## config.mk

```make
export PLATFORM = sky130hd
export DESIGN_NAME = imm_gen_pipe_flat
export DESIGN_NICKNAME = d
export VERILOG_FILES = /design/src/rtl/imm_gen_pipe_if.sv /design/src/rtl/imm_gen_pipe.sv /design/src/flat_wrapper.sv
export SDC_FILE = /design/constraint.sdc
export NUM_CORES = 1
export LEC_CHECK = 0
export CELL_PAD_IN_SITES_DETAIL_PLACEMENT = 1
export CELL_PAD_IN_SITES_GLOBAL_PLACEMENT = 2
export CORE_MARGIN = 2
export CORE_UTILIZATION = 30
export DETAILED_ROUTE_END_ITERATION = 10
export PLACE_DENSITY_LB_ADDON = 0.1
export SETUP_SLACK_MARGIN = 0.3
export SLEW_MARGIN = 0
export SYNTH_ARGS = -nofsm -noshare
export SYNTH_HDL_FRONTEND = slang
export SYNTH_SLANG_ARGS = --single-unit
```

## constraint.sdc

```tcl
create_clock -name clk -period 2.25 [get_ports clk]
set_clock_uncertainty 0.1 [all_clocks]
set_input_delay 0.5625 -clock clk [delete_from_list [all_inputs] [get_ports clk]]
set_output_delay 0.5625 -clock clk [all_outputs]
set_load 0.01 [all_outputs]
```

## src/rtl/imm_gen_pipe_if.sv

```systemverilog
// Handshake bundle between the decode front end and the immediate generator.
interface imm_gen_pipe_if #(
  parameter int XLEN  = 32,
  parameter int TAG_W = 32
);
  logic             in_valid;
  logic             in_ready;
  logic [31:0]      in_instr;
  logic [TAG_W-1:0] in_tag;
  logic             out_valid;
  logic             out_ready;
  logic [XLEN-1:0]  out_imm;
  logic [2:0]       out_fmt;
  logic             out_illegal;
  logic [TAG_W-1:0] out_tag;

  modport master (
    output in_valid, in_instr, in_tag, out_ready,
    input  in_ready, out_valid, out_imm, out_fmt, out_illegal, out_tag
  );

  modport slave (
    input  in_valid, in_instr, in_tag, out_ready,
    output in_ready, out_valid, out_imm, out_fmt, out_illegal, out_tag
  );
endinterface

```

## src/rtl/imm_gen_pipe.sv

```systemverilog
// Pipelined RV32/RV64 immediate generator with a main output register and a
// one-entry skid register. in_ready depends only on the skid occupancy, so
// upstream never sees a combinational path from out_ready.
module imm_gen_pipe #(
  parameter int XLEN  = 32,
  parameter int TAG_W = 32
) (
  input  logic           clk,
  input  logic           rst_n,
  input  logic           flush,
  imm_gen_pipe_if.slave  bus
);

  localparam logic [2:0] FMT_R   = 3'd0;
  localparam logic [2:0] FMT_I   = 3'd1;
  localparam logic [2:0] FMT_S   = 3'd2;
  localparam logic [2:0] FMT_B   = 3'd3;
  localparam logic [2:0] FMT_U   = 3'd4;
  localparam logic [2:0] FMT_J   = 3'd5;
  localparam logic [2:0] FMT_Z   = 3'd6;
  localparam logic [2:0] FMT_ILL = 3'd7;

  logic [31:0]      ins;
  logic [2:0]       dec_fmt;
  logic [31:0]      imm32;
  logic [XLEN-1:0]  dec_imm;

  logic             main_valid, skid_valid;
  logic [XLEN-1:0]  main_imm, skid_imm;
  logic [2:0]       main_fmt, skid_fmt;
  logic [TAG_W-1:0] main_tag, skid_tag;

  logic accept, consume, move_skid, load_main, load_skid;

  assign ins = bus.in_instr;

  // Opcode to format class; any opcode not ending in 2'b11 falls to illegal.
  always_comb begin
    dec_fmt = FMT_ILL;
    case (ins[6:0])
      7'b0000011, 7'b0010011, 7'b1100111, 7'b0001111: dec_fmt = FMT_I;
      7'b0011011: dec_fmt = (XLEN == 64) ? FMT_I : FMT_ILL;
      7'b0100011: dec_fmt = FMT_S;
      7'b1100011: dec_fmt = FMT_B;
      7'b0110111, 7'b0010111: dec_fmt = FMT_U;
      7'b1101111: dec_fmt = FMT_J;
      7'b1110011: dec_fmt = ins[14] ? FMT_Z : FMT_I;
      7'b0110011: dec_fmt = FMT_R;
      7'b0111011: dec_fmt = (XLEN == 64) ? FMT_R : FMT_ILL;
      default:    dec_fmt = FMT_ILL;
    endcase
  end

  // Build a canonical 32-bit immediate; every format's value fits in 32 bits
  // signed, so a final sign-extending cast covers both XLEN settings (Z is
  // positive, so sign extension equals zero extension there).
  always_comb begin
    imm32 = 32'd0;
    case (dec_fmt)
      FMT_I: imm32 = {{20{ins[31]}}, ins[31:20]};
      FMT_S: imm32 = {{20{ins[31]}}, ins[31:25], ins[11:7]};
      FMT_B: imm32 = {{19{ins[31]}}, ins[31], ins[7], ins[30:25], ins[11:8], 1'b0};
      FMT_U: imm32 = {ins[31:12], 12'd0};
      FMT_J: imm32 = {{11{ins[31]}}, ins[31], ins[19:12], ins[20], ins[30:21], 1'b0};
      FMT_Z: imm32 = {27'd0, ins[19:15]};
      default: imm32 = 32'd0;
    endcase
    dec_imm = XLEN'($signed(imm32));
  end

  assign accept    = bus.in_valid & ~skid_valid;
  assign consume   = main_valid & bus.out_ready;
  assign move_skid = consume & skid_valid;
  assign load_main = accept & (~main_valid | consume);
  assign load_skid = accept & main_valid & ~consume;

  // Occupancy flags; flush empties both entries and overrides every other update.
  always_ff @(posedge clk or negedge rst_n) begin
    if (!rst_n) begin
      main_valid <= 1'b0;
      skid_valid <= 1'b0;
    end else if (flush) begin
      main_valid <= 1'b0;
      skid_valid <= 1'b0;
    end else begin
      main_valid <= move_skid | load_main | (main_valid & ~consume);
      skid_valid <= load_skid | (skid_valid & ~consume);
    end
  end

  // Entry payloads; main holds still while stalled so out_* stay stable.
  always_ff @(posedge clk or negedge rst_n) begin
    if (!rst_n) begin
      main_imm <= '0;
      main_fmt <= FMT_R;
      main_tag <= '0;
      skid_imm <= '0;
      skid_fmt <= FMT_R;
      skid_tag <= '0;
    end else if (!flush) begin
      if (move_skid) begin
        main_imm <= skid_imm;
        main_fmt <= skid_fmt;
        main_tag <= skid_tag;
      end else if (load_main) begin
        main_imm <= dec_imm;
        main_fmt <= dec_fmt;
        main_tag <= bus.in_tag;
      end
      if (load_skid) begin
        skid_imm <= dec_imm;
        skid_fmt <= dec_fmt;
        skid_tag <= bus.in_tag;
      end
    end
  end

  assign bus.in_ready    = ~skid_valid;
  assign bus.out_valid   = main_valid;
  assign bus.out_imm     = main_imm;
  assign bus.out_fmt     = main_fmt;
  assign bus.out_illegal = (main_fmt == FMT_ILL);
  assign bus.out_tag     = main_tag;

endmodule

```

## src/flat_wrapper.sv

```systemverilog
// flat-port wrapper written by rule: the top's interface ports become plain ports
module imm_gen_pipe_flat 
#(
  parameter int XLEN  = 32,
  parameter int TAG_W = 32
)
  (clk, rst_n, flush, bus_in_valid, bus_in_instr, bus_in_tag, bus_out_ready, bus_in_ready, bus_out_valid, bus_out_imm, bus_out_fmt, bus_out_illegal, bus_out_tag);
  imm_gen_pipe_if #(.XLEN(XLEN), .TAG_W(TAG_W)) bus_i ();
  input  logic clk;
  input  logic rst_n;
  input  logic flush;
  input wire logic [$bits(bus_i.in_valid)-1:0] bus_in_valid;
  input wire logic [$bits(bus_i.in_instr)-1:0] bus_in_instr;
  input wire logic [$bits(bus_i.in_tag)-1:0] bus_in_tag;
  input wire logic [$bits(bus_i.out_ready)-1:0] bus_out_ready;
  output wire logic [$bits(bus_i.in_ready)-1:0] bus_in_ready;
  output wire logic [$bits(bus_i.out_valid)-1:0] bus_out_valid;
  output wire logic [$bits(bus_i.out_imm)-1:0] bus_out_imm;
  output wire logic [$bits(bus_i.out_fmt)-1:0] bus_out_fmt;
  output wire logic [$bits(bus_i.out_illegal)-1:0] bus_out_illegal;
  output wire logic [$bits(bus_i.out_tag)-1:0] bus_out_tag;
  assign bus_i.in_valid = bus_in_valid;
  assign bus_i.in_instr = bus_in_instr;
  assign bus_i.in_tag = bus_in_tag;
  assign bus_i.out_ready = bus_out_ready;
  assign bus_in_ready = bus_i.in_ready;
  assign bus_out_valid = bus_i.out_valid;
  assign bus_out_imm = bus_i.out_imm;
  assign bus_out_fmt = bus_i.out_fmt;
  assign bus_out_illegal = bus_i.out_illegal;
  assign bus_out_tag = bus_i.out_tag;
  imm_gen_pipe #(.XLEN(XLEN), .TAG_W(TAG_W)) u_core (.clk(clk), .rst_n(rst_n), .flush(flush), .bus(bus_i));
endmodule
```

==> flow_metrics.py <==
metrics = {
    "grt": {
        "grt_max_degree": 45,
        "gr-usage-all-layers_pct": 20.56,
        "overflow": 0,
        "grt_pass1_vias": 6312,
        "antenna_found_initial": 0,
        "grt_pass1_wl_um": 34640,
    },
    "die": {
        "rows": 51,
        "ios": 139,
        "initial_utilization_pct": 30.84,
        "die_w_um": 146.1,
        "design.core.area_um2": 19650,
        "die_h_um": 146.1,
        "dieArea_um2": 21360,
    },
    "clocking": {
        "clock_latency_ns": 0.42,
        "cts_max_level": 4,
        "cts.clk_slew.worst_paths_ns": 0.06,
        "clockBufferDepth": 2,
        "cts_buffers": 17,
        "root_buffer": "clkbuf_16",
        "cts_tree": "yes",
        "cts.sinks": 136,
    },
    "pwr": {
        "powerDensity_nw_per_um2": 842.8,
        "peakVddDrop_v": 0.0005563,
        "finalPower_mw": 7.733,
        "power.leakage_nw": 4.087,
    },
    "placed_design": {
        "place_hpwl_um": 14130,
        "placed_area_um2": 8158,
        "port-buffer-count": 138,
        "place.gp.congestion": 0.8418,
    },
    "synth": {
        "synth_nets": 726,
        "async_flop_share_pct": 100.0,
        "synth.distinct_cells": 47,
        "synth_edf_count": 0,
        "ys.flop_type": "dfrtp_1",
        "synth_area_per_cell_um2": 9.225,
        "synthCells": 657,
        "netlist_area_um2": 6061,
        "yosysWarnings": 0,
        "synth_common_cells": "199 x nand2_1, 136 x dfrtp_1, 61 x nor2_1",
        "synth_area_leaders": "dfrtp_1 56%, nand2_1 12%, a31oi_1 4.4%, nor2_1 3.8%, a21oi_1 2.6%",
        "synthDominantCellAreaShare_pct": 56.15,
        "ys_ff_latch": 136,
        "synth-seq-area-share_pct": 56.15,
        "yosysTopAreaCell": "dfrtp_1",
        "synth.most_common_cell": "nand2_1",
    },
    "critical_path": {
        "critPathTopFamily": "simple AND/OR/NAND/NOR gates",
        "rr_worst_depth": 6,
        "critPathKind": "in -> reg",
        "r2r_start": "u_core.bus.out_valid",
        "crit_buf_inv": 2,
        "crit_chain": "dlygate4sd2_1, and2b_1, a211o_1, buf_12, or3_1, o21ai_0, a21oi_2",
        "worstPathArrival_ns": 2.13,
        "cp-endpoint": "u_core.bus.out_imm[15]",
        "timing.rr.end": "u_core.bus.out_imm[15]",
        "crit_fanout": 27,
        "cp.required_ns": 2.45,
        "start_kind": "input pin",
        "cp.depth": 7,
        "critPathMaxStageDelay_ns": 0.35,
        "critPathLaunch": "bus_out_ready",
        "worst_setup_path_end_kind": "flop",
        "regToRegSetupSlack_ns": 0.32,
        "slowest_stage": "or3_1",
    },
    "sta": {
        "relSlewSlack_pct": 66.51,
        "fmax_mhz": 517.7,
        "tightest_slew_ns": 0.5018,
        "hold_viol": 0,
        "finalCritPeriodShare_pct": 85.85,
        "min_period_ns": 1.932,
        "finalSetupViolCount": 0,
        "hold_ws_ns": 0.3753,
        "rsz0062_at_grt": "yes",
        "slew_viol_final": 0,
    },
    "routing": {
        "drt_first_pass_iters": 6,
        "wirelength_um": 21540,
        "drc": 0,
        "viasPerCell": 5.077,
        "final_antenna_net_count": 0,
        "dr_total_vias": 5722,
        "wl_per_cell_um": 19.12,
        "drt_iter0_drc": 267,
    },
    "cells_and_area": {
        "layout-drive-gt1-share_pct": 20.65,
        "nFillCells": 2286,
        "n_antenna_cell": 0,
        "finish.utilization_pct": 46.68,
        "nNetsFinal": 919,
        "final_area_um2": 9175,
        "layout-area-overhead-vs-synth_pct": 51.38,
    },
    "min_path": {
        "hp-class": "reg -> reg",
    },
    "flow_run": {
        "cap_viol_max_count": 0,
    },
    "status": {
        "run_status": "finished, final reports clean",
    },
}
[sequential cells by signal (all words and copies together) (netlist names)]
| name | cells |
|---|---|
| u_core.skid_valid | 1 |
| u_core.bus.out_fmt | 3 |
| u_core.skid_tag | 32 |
| u_core.skid_fmt | 3 |
| u_core.skid_imm | 32 |
| u_core.bus.out_valid | 1 |
| u_core.bus.out_tag | 32 |
| u_core.bus.out_imm | 32 |
[routing by layer]
layer	vias up	GRT usage [%]	share of wire (%)
li1	2651	-	-
met1	2933	26.34	45
met2	117	35.47	50
met3	21	4.813	4.1
met4	0	4.563	0.96
met5	-	0	0
[cell families (layout without fill, tap and decap cells)]
kind of cell | count (synthesis) | in the layout | synth area share, %
AOI/OAI and AO/OA | 155 | 155 | 17.51
buffers and inverters | 46 | 251 | 3.241
and+or+nand+nor | 320 | 320 | 23.10
DFF | 136 | 136 | 56.15
[timing repair]
| action | 4_1_cts | 5_1_grt |
|---|---|---|
| pin swaps | 18 | 23 |
| gates resized for setup | 128 | 40 |
| hold buffers | 1 | 0 |
| setup endpoints to repair | 204 | 97 |
| endpoints found under the hold margin | 38 | 0 |
| buffers inserted | 14 | 5 |
| gates cloned | 2 | 0 |
[through the flow]
| stage | cells | setup TNS (ns) | worst slack (ns) |
|---|---|---|---|
| 6_report | 1127 | 0 | 0.3184 |
| 5_1_grt | 1127 | 0 | 0.2431 |
| 4_1_cts | 1122 | 0 | 0.3055 |
| 3_5_place_dp | 1074 | -54.33 | -0.6090 |
| 3_3_place_gp | 1074 | -43.44 | -0.5116 |
| 2_1_floorplan | 657 | 0 | 0.3048 |
[cells in the final DEF, fill, tap and decap left out, types with 17 or more instances in the layout]
master and n:
nand2_1 196, clkbuf_16 17, buf_4 48, or3_1 22
clkdlybuf4s50_1 56, dlygate4sd2_1 73, dfrtp_1 134, nor2_1 58
a31oi_1 41, o21ai_0 30, a21oi_1 21
[where the power goes]
group          internal [mW]  total, mW  switching [mW]
clock                   1.80       2.88            1.08
combinational          0.763       1.57           0.807
sequential              2.99       3.28           0.298
[final cells by class]
cell class                      count  area, um^2  area share [%]
Clock inverter                     11       148.9           1.623
Multi-Input combinational cell    475        2704           29.47
Timing Repair Buffer              215        2110           22.99
Inverter                            5       18.77          0.2046
Tap cell                          265       331.6           3.614
Sequential cell                   136        3406           37.12
Clock buffer                       20       456.7           4.977
[worst min path at each step]
stage	from	endpoint	slack [ns]	cells after the start
2_1_floorplan	rst_n	u_core.bus.out_fmt[0]	0.17	0
3_3_place_gp	u_core.skid_tag[21]	u_core.skid_tag[21]	0.36	2
3_5_place_dp	u_core.skid_tag[3]	u_core.skid_tag[3]	0.36	2
4_1_cts	u_core.skid_tag[3]	u_core.skid_tag[3]	0.38	2
5_1_grt	u_core.skid_tag[22]	u_core.skid_tag[22]	0.39	2
6_report	u_core.skid_tag[0]	u_core.skid_tag[0]	0.38	2
[worst register-to-register path, stage by stage (launching register included)]
cell and delay [ns]:
dfrtp_2 0.45, and2b_1 0.20, a211o_1 0.30, buf_12 0.20, or3_1 0.36, o21ai_0 0.14, a21oi_2 0.06
Power figures use the tool's default switching activity.
